**config.mk**
```make
export PLATFORM = sky130hd
export DESIGN_NAME = mul_share_ctrl
export DESIGN_NICKNAME = d
export VERILOG_FILES = /design/src/rtl/mul_ctrl_pkg.sv /design/src/rtl/rr_arbiter.sv /design/src/rtl/mul_share_ctrl.sv
export SDC_FILE = /design/constraint.sdc
export NUM_CORES = 1
export LEC_CHECK = 0
export CAP_MARGIN = 25
export CORE_AREA = 2 2 358 360
export DETAILED_ROUTE_END_ITERATION = 8
export DIE_AREA = 0 0 360 362
export GPL_ROUTABILITY_DRIVEN = 0
export GPL_TIMING_DRIVEN = 0
export HOLD_SLACK_MARGIN = 0.02
export SETUP_SLACK_MARGIN = 0.3
export SLEW_MARGIN = 15
export SYNTH_ARGS = -nofsm -noshare
export SYNTH_HDL_FRONTEND = slang
export SYNTH_SLANG_ARGS = --single-unit
```
**constraint.sdc**
```tcl
create_clock -name clk -period 7 [get_ports clk]
set_input_delay 1.05 -clock clk [delete_from_list [all_inputs] [get_ports clk]]
set_output_delay 1.05 -clock clk [all_outputs]
set_load 0.01 [all_outputs]
```
**src/rtl/mul_ctrl_pkg.sv**
```systemverilog
// Shared constants and FSM encoding for the shared-multiplier controller.
package mul_ctrl_pkg;
  localparam int unsigned MUL_WIDTH = 64;
  localparam int unsigned MUL_N_REQ = 4;
  localparam int unsigned MUL_ID_W  = $clog2(MUL_N_REQ);

  typedef enum logic [2:0] {
    StIdle,
    StClear,
    StStart,
    StRun,
    StResp
  } state_e;
endpackage

```
**src/rtl/rr_arbiter.sv**
```systemverilog
// Round-robin arbiter: search starts one past the last granted index.
// The pointer moves only when advance is high and some request is present.
module rr_arbiter #(
  parameter int unsigned N_REQ = 4,
  parameter int unsigned ID_W  = $clog2(N_REQ)
) (
  input  logic             clk,
  input  logic             reset,
  input  logic [N_REQ-1:0] req,
  input  logic             advance,
  output logic [N_REQ-1:0] gnt,
  output logic [ID_W-1:0]  idx
);

  logic [ID_W-1:0] r_last;
  logic            w_found;
  int unsigned     w_k;

  always_comb begin
    gnt     = '0;
    idx     = '0;
    w_found = 1'b0;
    w_k     = 0;
    for (int unsigned i = 1; i <= N_REQ; i++) begin
      w_k = (int'(r_last) + i) % N_REQ;
      if (!w_found && req[w_k[ID_W-1:0]]) begin
        w_found                = 1'b1;
        gnt[w_k[ID_W-1:0]]     = 1'b1;
        idx                    = w_k[ID_W-1:0];
      end
    end
  end

  // Start at N_REQ-1 so the first search after reset begins at index 0.
  always_ff @(posedge clk) begin
    if (reset) begin
      r_last <= ID_W'(N_REQ - 1);
    end else if (advance && w_found) begin
      r_last <= idx;
    end
  end

endmodule

```
**src/rtl/mul_share_ctrl.sv**
```systemverilog
// Shares one signed multiplier among N_REQ clients: arbitrate, clear/start, await done, respond.
// Optional MUL_ZERO_BYPASS_EN: zero operands skip the multiplier and respond with 0.
module mul_share_ctrl
  import mul_ctrl_pkg::*;
#(
  parameter int unsigned N_REQ = MUL_N_REQ,
  parameter int unsigned WIDTH = MUL_WIDTH,
  parameter int unsigned ID_W  = $clog2(N_REQ)
) (
  input  logic                   clk,
  input  logic                   reset,
  input  logic [N_REQ-1:0]       req,
  input  logic [N_REQ*WIDTH-1:0] req_multiplier,
  input  logic [N_REQ*WIDTH-1:0] req_multiplicand,
  output logic [N_REQ-1:0]       gnt,
  output logic                   resp_valid,
  input  logic                   resp_ready,
  output logic [ID_W-1:0]        resp_id,
  output logic [2*WIDTH-1:0]     resp_result,
  output logic                   busy,
  output logic                   mul_op_clear,
  output logic                   mul_op_start,
  output logic [WIDTH-1:0]       mul_multiplier,
  output logic [WIDTH-1:0]       mul_multiplicand,
  input  logic                   mul_op_done,
  input  logic [2*WIDTH-1:0]     mul_result
);

  state_e             r_state;
  logic               r_resp_valid;
  logic               r_op_clear;
  logic               r_op_start;
  logic [ID_W-1:0]    r_resp_id;
  logic [2*WIDTH-1:0] r_resp_result;
  logic [WIDTH-1:0]   r_mul_multiplier;
  logic [WIDTH-1:0]   r_mul_multiplicand;

  logic               w_idle;
  logic [N_REQ-1:0]   w_arb_gnt;
  logic [ID_W-1:0]    w_arb_idx;
  logic [WIDTH-1:0]   w_win_a;
  logic [WIDTH-1:0]   w_win_b;

  assign w_idle  = (r_state == StIdle) && !reset;
  assign w_win_a = req_multiplier[w_arb_idx*WIDTH +: WIDTH];
  assign w_win_b = req_multiplicand[w_arb_idx*WIDTH +: WIDTH];

  rr_arbiter #(
    .N_REQ (N_REQ),
    .ID_W  (ID_W)
  ) u_arb (
    .clk     (clk),
    .reset   (reset),
    .req     (req),
    .advance (w_idle),
    .gnt     (w_arb_gnt),
    .idx     (w_arb_idx)
  );

`ifdef MUL_ZERO_BYPASS_EN
  logic w_win_zero;
  assign w_win_zero = (w_win_a == '0) || (w_win_b == '0);
`endif

  always_ff @(posedge clk) begin
    if (reset) begin
      r_state            <= StIdle;
      r_resp_valid       <= 1'b0;
      r_op_clear         <= 1'b0;
      r_op_start         <= 1'b0;
      r_resp_id          <= '0;
      r_resp_result      <= '0;
      r_mul_multiplier   <= '0;
      r_mul_multiplicand <= '0;
    end else begin
      r_op_clear <= 1'b0;
      r_op_start <= 1'b0;
      unique case (r_state)
        StIdle: begin
          if (|req) begin
            r_resp_id <= w_arb_idx;
`ifdef MUL_ZERO_BYPASS_EN
            if (w_win_zero) begin
              r_resp_result <= '0;
              r_resp_valid  <= 1'b1;
              r_state       <= StResp;
            end else begin
              r_mul_multiplier   <= w_win_a;
              r_mul_multiplicand <= w_win_b;
              r_op_clear         <= 1'b1;
              r_state            <= StClear;
            end
`else
            r_mul_multiplier   <= w_win_a;
            r_mul_multiplicand <= w_win_b;
            r_op_clear         <= 1'b1;
            r_state            <= StClear;
`endif
          end
        end
        StClear: begin
          r_op_start <= 1'b1;
          r_state    <= StStart;
        end
        StStart: r_state <= StRun;
        StRun: begin
          if (mul_op_done) begin
            r_resp_result <= mul_result;
            r_resp_valid  <= 1'b1;
            r_state       <= StResp;
          end
        end
        StResp: begin
          if (resp_ready) begin
            r_resp_valid <= 1'b0;
            r_state      <= StIdle;
          end
        end
        default: r_state <= StIdle;
      endcase
    end
  end

  assign gnt              = w_idle ? w_arb_gnt : '0;
  assign busy             = (r_state != StIdle);
  assign resp_valid       = r_resp_valid;
  assign resp_id          = r_resp_id;
  assign resp_result      = r_resp_result;
  // The multiplier is held cleared for the whole reset window.
  assign mul_op_clear     = r_op_clear | reset;
  assign mul_op_start     = r_op_start;
  assign mul_multiplier   = r_mul_multiplier;
  assign mul_multiplicand = r_mul_multiplicand;

endmodule
```
### Yosys cells after proc, flatten, opt, wreduce, memory -nomap -nowiden

Index checks and enable logic that the tools add are counted.

* output and inout bits: 266
* bits in registers: 266

* add/subtract/negate cells: 4
* $lt $le $gt $ge: 8
* equal/unequal tests: 7
* shifts and indexed selects: 2
* mux-type cells: 38
* reduce and logical (&&, ||, !) cells: 22
* bitwise operators: 5

Operators with widths (count)
* $shiftx A256 B9 Y64: 2
* $mux W4: 5
* $mux W1: 16
* $pmux W3 S5: 1
* $lt A2 B3 Y1 const B: 4
* $or A4 B4 Y4: 3
* $logic_and A1 B1 Y1: 9
* $mux W3: 3
* $bmux W1 S2: 4
* $demux W1 S2: 4
* $ge A2 B1 Y1 const B: 4
* $mux W2: 4
* $eq A3 B2 Y1 const B: 2
* $reduce_and A3 Y1: 2
* $add A2 B1 Y2 const B: 2
* $add A2 B2 Y2 const B: 2
* $logic_not A1 Y1: 4
* $ne A2 B2 Y1 const B: 2
* $reduce_and A2 Y1: 2
* $reduce_or A4 Y1: 1
* $eq A3 B1 Y1 const B: 1
* $eq A3 B3 Y1 const B: 1
* $logic_not A3 Y1: 1
* $reduce_bool A3 Y1: 1
* other kinds (6): 6

### Depth between registers and ports, before layout

* depth in word-level cells: 14
* mapped depth: 13

### Cells and area by module

Synthesis repeated with hierarchy kept, for this count alone.

* cells, all modules: 1408
* area total of the unflattened synthesis: 13716.9 µm²

By module, submodules not included
* mul_share_ctrl: area an instance 13122.6 µm², instances 1, sequential area each 5285.1 µm², cells an instance 1339
* rr_arbiter: area an instance 594.3 µm², instances 1, sequential area each 40.0 µm², cells an instance 69

### Least setup slack after synthesis

Ideal clock, no wire load.

* kind: reg-to-output
* from: reg u_arb.r_last[0]
* to: out gnt[0]
* slack: 3.568 ns
* buffers on the path: 2
* data arrival time: 2.382 ns
* stages on the path, launching flop included: 8
* required time: 5.950 ns
* cells stage by stage: dfxtp_1 > inv_1 > clkbuf_1 > ha_1 > mux4_2 > clkbuf_1 > a221oi_1 > nor2_1

* word-level cells in the longest chain between the ends: 14
* elaborated cells on any way between the ends: 49

Ends and longest elaborated chain
* start: declaration: line rr_arbiter.sv:15 `logic [ID_W-1:0] r_last;`
* start signal: assignment: line rr_arbiter.sv:37 `r_last <= ID_W'(N_REQ - 1);`
* start signal: assignment: line rr_arbiter.sv:39 `r_last <= idx;`
* parallel branches: the longest is 12 deep, another holds $lt A2 B3 Y1
* $mux W4 *: line rr_arbiter.sv:26 `if (!w_found && req[w_k[ID_W-1:0]]) begin`
* $mux W4 *: line mul_share_ctrl.sv:124 `assign gnt = w_idle ? w_arb_gnt : '0;`
* end: declaration: line mul_share_ctrl.sv:15 `output logic [N_REQ-1:0] gnt,`

Mark *: on every way between the ends. The select of a mux whose other input is x is not followed.

### Final worst setup path

* from: reg u_arb.r_last[0]
* to: reg r_mul_multiplicand[6] (netlist: mul_multiplicand[6])

* word-level cells in the longest chain between the ends: 14
* elaborated cells on any way between the ends: 26

Ends and longest elaborated chain
* $add A2 B1 Y2: line rr_arbiter.sv:25 `w_k = (int'(r_last) + i) % N_REQ;`
* $bmux W1 S2: line rr_arbiter.sv:26
* $mux W1 (not written as such): line rr_arbiter.sv:26
* $mux W1: line rr_arbiter.sv:26
* $logic_not A1 Y1: line rr_arbiter.sv:26
* $logic_and A1 B1 Y1: line rr_arbiter.sv:26
* $mux W1: line rr_arbiter.sv:26
* $logic_not A1 Y1: line rr_arbiter.sv:26
* $logic_and A1 B1 Y1: line rr_arbiter.sv:26
* $mux W1: line rr_arbiter.sv:26
* $logic_not A1 Y1: line rr_arbiter.sv:26
* $logic_and A1 B1 Y1: line rr_arbiter.sv:26
* $mux W2 *: line rr_arbiter.sv:26
* $shiftx A256 B9 Y64 *: line mul_share_ctrl.sv:46 `assign w_win_b = req_multiplicand[w_arb_idx*WIDTH +: WIDTH];`
* end signal: assignment: line mul_share_ctrl.sv:95 `r_mul_multiplicand <= w_win_b;`
* end: declaration: line mul_share_ctrl.sv:36 `logic [WIDTH-1:0] r_mul_multiplicand;`

Mark *: on every way between the ends. The rest lies on a longest branch, timed or not. The select of a mux whose other input is x is not followed.
A chain may end at the register's enable or synchronous reset.

==> results.yml <==
worst_setup_path:
  path_class: "reg2reg"
  reg2reg_from: "u_arb.r_last[0]"
  reg2regPathDepth: 10
  crit_chain: "inv_1 > clkbuf_1 > ha_1 > mux4_2 > o21ai_0 > clkbuf_2 > clkbuf_1 > and3_1 > o211ai_1 > o211ai_1"
  crit_arrival_ns: 5.93
  crit_path_max_incr_delay_ns: 0.77
  r2r-end: "mul_multiplicand[6]"
  r2r_slack_ns: 1.57
  path_max_fanout: 13
  critPathLaunchType: "flip-flop"
  worstSetupEndpointType: "flip-flop"
  path_buf_inv: 4
  required_ns: 7.51
  critical-path-top-delay-family: "buffers and inverters"
  worst_path_max_delay_cell: "clkbuf_1"
logic_synthesis:
  synth_top_area_share: 0.357
  ys_warn_count: 0
  syn_area_mm2: 0.0149
  syn_nets: 2642
  ys_top_cells_by_count: "nand2_1 (520), dfxtp_1 (266), o211ai_1 (257)"
  synthFlopType: "dfxtp_1"
  syn-instance-count: 1986
  synth.distinct_cells: 39
  synth_area_leaders: "dfxtp_1 (36%), nand2_1 (13%), o211ai_1 (13%)"
  synth_top_cell_by_area: "dfxtp_1"
  synthMostInstantiatedCell: "nand2_1"
  async_flop_share: 0
  syn_avg_cell_area_um2: 7.50
  synth-edff-count: 0
  ys_seq_area_frac: 0.357
  ys_ff_latch: 266
floorplanning:
  core_mm2: 0.127
  io_pins: 914
  placement_rows: 131
  start_util: 0.118
  fp.dieW_um: 360
  die_area_mm2: 0.130
  fp.dieH_um: 362
timing:
  period_share: 0.775
  min_period_ns: 5.43
  skew_ns: 0.0305
  max_freq_mhz: 184
  worst_slew_pin_slew_ns: 1.11
  rsz0062_at_grt: "no"
  max_slew_margin: 0.259
  hold_violations: 0
  setup_viol: 0
  maxSlewViolCount: 0
  hold_slack_ns: 0.454
  tns_ns: 0
global_routing:
  grt_pass1_wl_um: 160000
  grt_max_degree: 14
  grt_overflow: 0
  grt_pass1_vias: 19500
  antenna_found_initial: 46
  globalRouteTotalUtil: 0.177
routing:
  wirelength_um: 121000
  vias: 20200
  drt-initial-drc-count: 1771
  wl_per_cell_um: 26.1
  route.detailed.drc: 0
  drt-pass1-iter-count: 6
  ant_nets: 0
  vias_per_cell: 4.33
worst_hold_path:
  hold_depth: 2
  hold_end: "resp_result[102]"
  worstHoldPathType: "reg2reg"
  hp-start: "resp_result[102]"
outcome:
  status: "completed"
clocking:
  ctsHtreeMaxLevel: 2
  cts_hold_buf: 0
  post_cts_buffers: 0
  clkSinkCount: 266
  cts_resized: 0
  clock_path_buffers: 3
  cts_tree: "built"
  cts_root_buf: "clkbuf_16"
  clkTransAtPathRegs_ns: 0.06
  numCtsBuffers: 37
  clkLatencyLatePin_ns: 0.60
cells_and_area:
  final_layout_size_suffix_gt1_frac: 0.0367
  multi_input_comb_area_mm2: 0.00863
  nFillCells: 14000
  nNetsFinal: 3600
  seqCellArea_mm2: 0.00533
  area_delta_synth_final_pct: 85.3
placed_design:
  port_buffers: 910
  hpwlAfterDp_um: 102000
power:
  leakage_nw: 9.85
  p_per_area_mw_per_mm2: 319
  vdd_drop_max_mv: 0.161
  power.total_mw: 8.82
flow_run:
  cap_viol_max_count: 0
## sequential cells by signal, summed over array words and instances (netlist names)
register,flops
resp_result,128
mul_multiplicand,64
mul_multiplier,64
r_state,3
resp_id,2
u_arb.r_last,2
mul_op_start,1
r_op_clear,1
resp_valid,1
## routing by layer
metal,vias to the layer above,global-route usage,wire [um]
met5,-,0,269
met4,40,0.0637,4620
met3,208,0.0639,12500
met2,1079,0.288,55200
met1,9717,0.212,48600
li1,9109,-,-
## how the worst max path moves through the flow
stage	startpoint	endpoint	slack, ns	depth (start not counted)
6_report	u_arb.r_last[0]	mul_multiplicand[6]	1.57	10
4_1_cts	u_arb.r_last[0]	mul_multiplicand[6]	1.60	10
3_5_place_dp	u_arb.r_last[0]	mul_multiplicand[6]	1.63	10
2_1_floorplan	u_arb.r_last[0]	gnt[0]	3.57	7
5_1_grt	u_arb.r_last[0]	mul_multiplicand[6]	1.34	10
3_3_place_gp	u_arb.r_last[0]	mul_multiplier[30]	0.78	11
## power breakdown
group          switching (mW)  internal (mW)
clock network           0.821           1.31
registers               0.201           1.85
logic                    2.75           1.89
## through the flow
| step | cells | utilization | setup slack (ns) | area, um2 |
|---|---|---|---|---|
| finish | 4650 | 0.218 | 1.57 | 27600 |
| global route | 4633 | 0.218 | 1.34 | 27600 |
| CTS | 4627 | 0.217 | 1.60 | 27500 |
| detailed placement | 4565 | 0.207 | 1.63 | 26200 |
| global placement | 4558 | 0.206 | 0.782 | 26100 |
| floorplan | 1986 | - | 3.57 | 14900 |
## placed cells by master (no fill, tap or decap), types with 3 or more instances in the layout
cell type and instances:
mux2i_1 129, buf_6 20, clkbuf_2 11, buf_12 3, bufinv_16 7, a22oi_1 4
ha_1 8, clkbuf_8 6, clkbuf_16 38, nand3_1 131, buf_1 5, inv_1 4
o21ai_0 4, a221oi_1 4, diode_2 21, nand2_1 520, mux4_2 3, nor2_1 21
or3_1 3, o22ai_1 130, clkinv_2 4, a21oi_1 132, dfxtp_1 266, clkbuf_1 184
and3_1 128, o211ai_1 257, buf_2 7, clkdlybuf4s50_1 910
## worst register-to-register path, cell delays in order (launching register included)
cell      delay (ns)
dfxtp_1         0.58
inv_1           0.27
clkbuf_1        0.43
ha_1            0.58
mux4_2          0.60
o21ai_0         0.71
clkbuf_2        0.76
clkbuf_1        0.79
and3_1          0.29
o211ai_1        0.16
o211ai_1        0.17
## kinds of logic after synthesis
family	after synthesis	synth area share
AO/OA/AOI/OAI	536	0.237
multiplexers	132	0.0912
AND/OR/NAND/NOR	821	0.244
adder cells (fa/ha/maj)	8	0.00672
flip-flops	266	0.357
buffers and inverters	223	0.0641
## cell type report
| class | count | share of cell area |
|---|---|---|
| diodes | 21 | 0.00190 |
| well taps | 1662 | 0.0753 |
| inverters | 4 | 0.000544 |
| repair buffers | 919 | 0.334 |
| plain buffers | 219 | 0.0344 |
| clock inverters | 16 | 0.0106 |
| flip-flops and latches | 266 | 0.193 |
| multi-input cells | 1497 | 0.312 |
| clock buffers | 46 | 0.0377 |
Note: power is estimated with default switching activity, not from simulation.
==> RTL edit 1 (config.mk and constraints unchanged) <==
Set the package constant `MUL_WIDTH` to 72 (it was 64).
--- a/src/rtl/mul_ctrl_pkg.sv
+++ b/src/rtl/mul_ctrl_pkg.sv
@@ -1,6 +1,6 @@
 // Shared constants and FSM encoding for the shared-multiplier controller.
 package mul_ctrl_pkg;
-  localparam int unsigned MUL_WIDTH = 64;
+  localparam int unsigned MUL_WIDTH = 72;
   localparam int unsigned MUL_N_REQ = 4;
   localparam int unsigned MUL_ID_W  = $clog2(MUL_N_REQ);
 
Interface: changed (6 resized); port bits go from 914 to 1026. The function was not compared with the original's and may differ.
==> RTL edit 1 against the unedited design <==
Worst setup slack lost 0.99 ns; area after synthesis grew 12%; utilization increased by 2.2 points; critical path type unchanged; count of clock-buffer cells in the layout grew 7; die area unchanged; sequential power up 12%; cell area rose by 10%; routed wire length increased by 6.8%; sequential cell count up 32; synthesized cell count grew 12%; final cell count grew 7.4%; fmax down 15%; power up 8.2%; combinational power increased by 9.9%.
==> RTL edit 1: results (changes against the unedited design) <==
<table>
<tr><th>Metric</th><th>Value</th></tr>
<tr><th colspan="2">Pwr</th></tr>
<tr><td>Total power of the final layout</td><td>9.55 mW (+8.2%)</td></tr>
<tr><td>Power of the sequential group</td><td>2.30 mW (+12%)</td></tr>
<tr><td>Pwr Density</td><td>314 nW/µm² (-1.8%)</td></tr>
<tr><td>Static leakage</td><td>10.9 nW (+11%)</td></tr>
<tr><th colspan="2">Route</th></tr>
<tr><td>Met3 wirelength from detailed routing</td><td>12800 µm (+2.3%)</td></tr>
<tr><td>Routed metal-1 wirelength</td><td>51300 µm (+5.5%)</td></tr>
<tr><th colspan="2">Synth</th></tr>
<tr><td>Synth cell types</td><td>37 (-5.1%)</td></tr>
<tr><td>Synth Instances</td><td>2223 (+12%)</td></tr>
<tr><td>Main area contributors after synthesis</td><td>sky130_fd_sc_hd__dfxtp_1 (36%), sky130_fd_sc_hd__nand2_1 (13%), sky130_fd_sc_hd__o211ai_1 (13%)</td></tr>
<tr><td>Commonest cells in the netlist</td><td>sky130_fd_sc_hd__nand2_1 (584), sky130_fd_sc_hd__dfxtp_1 (298), sky130_fd_sc_hd__o211ai_1 (288), sky130_fd_sc_hd__clkbuf_1 (214), sky130_fd_sc_hd__a21oi_1 (149)</td></tr>
<tr><td>Synthesized netlist net count</td><td>2959 (+12%)</td></tr>
<tr><th colspan="2">Timing</th></tr>
<tr><td>Worst hold slack</td><td>0.455 ns (+0.00101 ns)</td></tr>
<tr><td>Final clock skew</td><td>0.0186 ns (-0.0119 ns)</td></tr>
<tr><th colspan="2">Global route</th></tr>
<tr><td>Wire length of the first global-routing pass</td><td>171000 µm (+7.1%)</td></tr>
<tr><td>Global router's overall resource usage</td><td>0.187 (+0.0105)</td></tr>
<tr><td>Vias in the first global route</td><td>21100 (+8.0%)</td></tr>
<tr><td>Initial antenna violation count</td><td>53 (+15%)</td></tr>
<tr><td>Met3 track utilization from global routing</td><td>0.0601 (-0.00379)</td></tr>
<tr><th colspan="2">Hold path</th></tr>
<tr><td>End point of the worst hold path</td><td>resp_result[113]</td></tr>
<tr><th colspan="2">Cells and area</th></tr>
<tr><td>Final Non-Filler Cells</td><td>4993 (+7.4%)</td></tr>
<tr><td>Number of flip-flops under the largest register name</td><td>144 (+13%)</td></tr>
<tr><th colspan="2">Placement</th></tr>
<tr><td>Number of buffer cells added on primary ports</td><td>1020 (+12%)</td></tr>
<tr><td>Total placed cells including tap cells</td><td>4911 (+7.6%)</td></tr>
<tr><td>Sum of net half-perimeters after detailed placement</td><td>108000 µm (+6.4%)</td></tr>
<tr><th colspan="2">Clock tree</th></tr>
<tr><td>Inserted Clock Buffers</td><td>39 (+5.4%)</td></tr>
<tr><th colspan="2">Status</th></tr>
<tr><td>Status</td><td>complete, no violations</td></tr>
</table>
## RTL edit 1: cell count changes after synthesis, sizes merged, moves of 7 or more
cell	before	now
o211ai	257	288
a21oi	132	149
nand2	520	584
nand3	131	147
mux2i	129	145
buf	26	33
clkbuf	193	214
dfxtp	266	298
o22ai	130	146
and3	128	144
## RTL edit 1: cell type report
| type | count | share of cell area |
|---|---|---|
| multi-input cells | 1674 | 0.317 |
| inverters | 4 | 0.000493 |
| well taps | 1662 | 0.0683 |
| diodes | 14 | 0.00115 |
| clock inverters | 15 | 0.00756 |
| flip-flops and latches | 298 | 0.196 |
| repair buffers | 1026 | 0.339 |
| clock buffers | 53 | 0.0367 |
| plain buffers | 247 | 0.0338 |
## RTL edit 1: logic make-up after synthesis
family,after synthesis,synth area share
and+or+nand+nor,918,0.245
DFF,298,0.359
muxes,148,0.0913
AOI/OAI and AO/OA,600,0.237
adders and majority gates,8,0.00602
buffers and inverters,251,0.0619
==> RTL edit 2 (same flow settings) <==
Made on the original files. Reset style: asynchronous (`reset`), changed in 2 clocked blocks.
--- a/src/rtl/rr_arbiter.sv
+++ b/src/rtl/rr_arbiter.sv
@@ -32,7 +32,7 @@
   end
 
   // Start at N_REQ-1 so the first search after reset begins at index 0.
-  always_ff @(posedge clk) begin
+  always_ff @(posedge clk or posedge reset) begin
     if (reset) begin
       r_last <= ID_W'(N_REQ - 1);
     end else if (advance && w_found) begin
--- a/src/rtl/mul_share_ctrl.sv
+++ b/src/rtl/mul_share_ctrl.sv
@@ -62,7 +62,7 @@
   assign w_win_zero = (w_win_a == '0) || (w_win_b == '0);
 `endif
 
-  always_ff @(posedge clk) begin
+  always_ff @(posedge clk or posedge reset) begin
     if (reset) begin
       r_state            <= StIdle;
       r_resp_valid       <= 1'b0;
Function: differs if reset is asserted again (counterexample within 4 cycles, from zero or initial values and one cycle with reset high); with reset held inactive, the same outputs for 4 cycles.
==> RTL edit 2 against the unedited design <==
Power rose by 46%; global-route usage decreased by 0.94 points; sequential cell count unchanged; first-iteration DRC count decreased by 45%; routed wire length down 6.5%; area after synthesis decreased by 6.8%; cell area fell by 3.0%; worst setup slack worse by 0.34 ns; critical path type is now flop to output port; highest routed layer unchanged.
==> RTL edit 2: results (changes against the unedited design) <==
<table>
<tr><th>Metric</th><th>Value</th></tr>
<tr><th colspan="2">Hold path</th></tr>
<tr><td>End point of the worst hold path</td><td>resp_result[69]</td></tr>
<tr><td>Hold path depth</td><td>1 (-1)</td></tr>
<tr><th colspan="2">Timing</th></tr>
<tr><td>Final clock skew</td><td>0.0110 ns (-0.0194 ns)</td></tr>
<tr><td>Worst hold slack</td><td>0.502 ns (+0.0479 ns)</td></tr>
<tr><th colspan="2">Pwr</th></tr>
<tr><td>Fraction of power spent switching nets</td><td>0.456 (+0.0293)</td></tr>
<tr><td>Part of the power in the clock network</td><td>0.155 (-0.087)</td></tr>
<tr><td>Static leakage</td><td>10.3 nW (+5.0%)</td></tr>
<tr><td>Comb pwr</td><td>8.09 mW (+74%)</td></tr>
<tr><th colspan="2">Placement</th></tr>
<tr><td>Number of buffer cells added on primary ports</td><td>913 (+0.33%)</td></tr>
<tr><td>Sum of net half-perimeters after detailed placement</td><td>96800 µm (-4.7%)</td></tr>
<tr><th colspan="2">Status</th></tr>
<tr><td>Status</td><td>complete, no violations</td></tr>
<tr><th colspan="2">Worst setup path</th></tr>
<tr><td>Number of cells traversed by the worst register-to-register path</td><td>12 (+2)</td></tr>
<tr><td>Data arrival at the endpoint of the critical path</td><td>4.71 ns (-1.22 ns)</td></tr>
<tr><td>Critical path's largest stage delay</td><td>0.63 ns (-0.14 ns)</td></tr>
<tr><td>Register-to-register path setup slack</td><td>1.44 ns (-0.13 ns)</td></tr>
<tr><td>Critical Path Fanout Max</td><td>10 (-3)</td></tr>
<tr><td>Endpoint of the lowest-slack register-to-register path</td><td>mul_multiplicand[56]</td></tr>
<tr><th colspan="2">Synth</th></tr>
<tr><td>Proportion of synthesized chip area in sequential cells</td><td>0.480 (+0.122)</td></tr>
<tr><td>Main area contributors after synthesis</td><td>sky130_fd_sc_hd__dfrtp_1 (48%), sky130_fd_sc_hd__a211oi_1 (12%), sky130_fd_sc_hd__mux2_2 (10%)</td></tr>
<tr><td>Commonest cells in the netlist</td><td>sky130_fd_sc_hd__dfrtp_1 (264), sky130_fd_sc_hd__a211oi_1 (229), sky130_fd_sc_hd__nor2_1 (143), sky130_fd_sc_hd__and3_1 (129), sky130_fd_sc_hd__mux2i_1 (129)</td></tr>
<tr><th colspan="2">Route</th></tr>
<tr><td>Average via count per standard cell</td><td>3.92 (-9.5%)</td></tr>
<tr><td>Iteration-0 DRC Markers</td><td>982 (-45%)</td></tr>
<tr><th colspan="2">Clock tree</th></tr>
<tr><td>Inserted Clock Buffers</td><td>38 (+2.7%)</td></tr>
<tr><th colspan="2">Global route</th></tr>
<tr><td>Maximum number of pins on one net before global-route repair</td><td>33 (+19)</td></tr>
<tr><td>Vias in the first global route</td><td>15800 (-19%)</td></tr>
<tr><td>Wire length of the first global-routing pass</td><td>146000 µm (-8.7%)</td></tr>
<tr><td>Global router's overall resource usage</td><td>0.167 (-0.00944)</td></tr>
</table>
==> RTL edit 2: metal layers <==
| metal | global-route usage | share of wire |
|---|---|---|
| met5 | 0 | 0.0016 |
| met4 | 0.0590 | 0.032 |
| met3 | 0.0526 | 0.090 |
| met2 | 0.286 | 0.49 |
| met1 | 0.196 | 0.39 |
==> RTL edit 2: stage by stage <==
step                area, µm²  power [mW]  instances  setup TNS, ns  setup WS (ns)
global route            26800        13.6       3918              0          0.909
CTS                     26700        13.2       3904              0           1.23
global placement        25100        10.9       3814        -107.21          -4.18
detailed placement      25500        11.0       3835              0           1.59
finish                  26800        12.9       3929              0           1.24
floorplan               13900        6.44       1239              0          0.265
==> RTL edit 2: worst max-delay path, delay by kind of cell (launching register included) <==
family          cells  cell delay, ns
buf+inv             4            1.45
flops               1            0.58
fa+ha+maj           1            0.49
compound gates      1            0.16
simple gates        3            0.83
mux                 1            0.63
==> RTL edit 2: final cells by class <==
class,instances,area (µm²)
Inverter,6,26.3
Buffer,116,558
Fill cell,13800,99900
Clock buffer,59,1150
Multi-Input combinational cell,851,6660
Timing Repair Buffer,934,9490
Antenna cell,25,62.6
Tap cell,1662,2080
Clock inverter,10,111
Sequential cell,266,6660
==> RTL edit 2: kinds of logic (layout without fill, tap and decap cells) <==
group / Yosys count / in the layout / share of synthesized area
other: 0 / 25 / 0
AO/OA/AOI/OAI: 280 / 280 / 0.160
adder cells (fa/ha/maj): 8 / 8 / 0.00721
XOR/XNOR: 1 / 1 / 0.000631
multiplexers: 261 / 261 / 0.203
AND/OR/NAND/NOR: 301 / 301 / 0.108
flip-flops: 266 / 266 / 0.480
buffers and inverters: 122 / 1125 / 0.0409
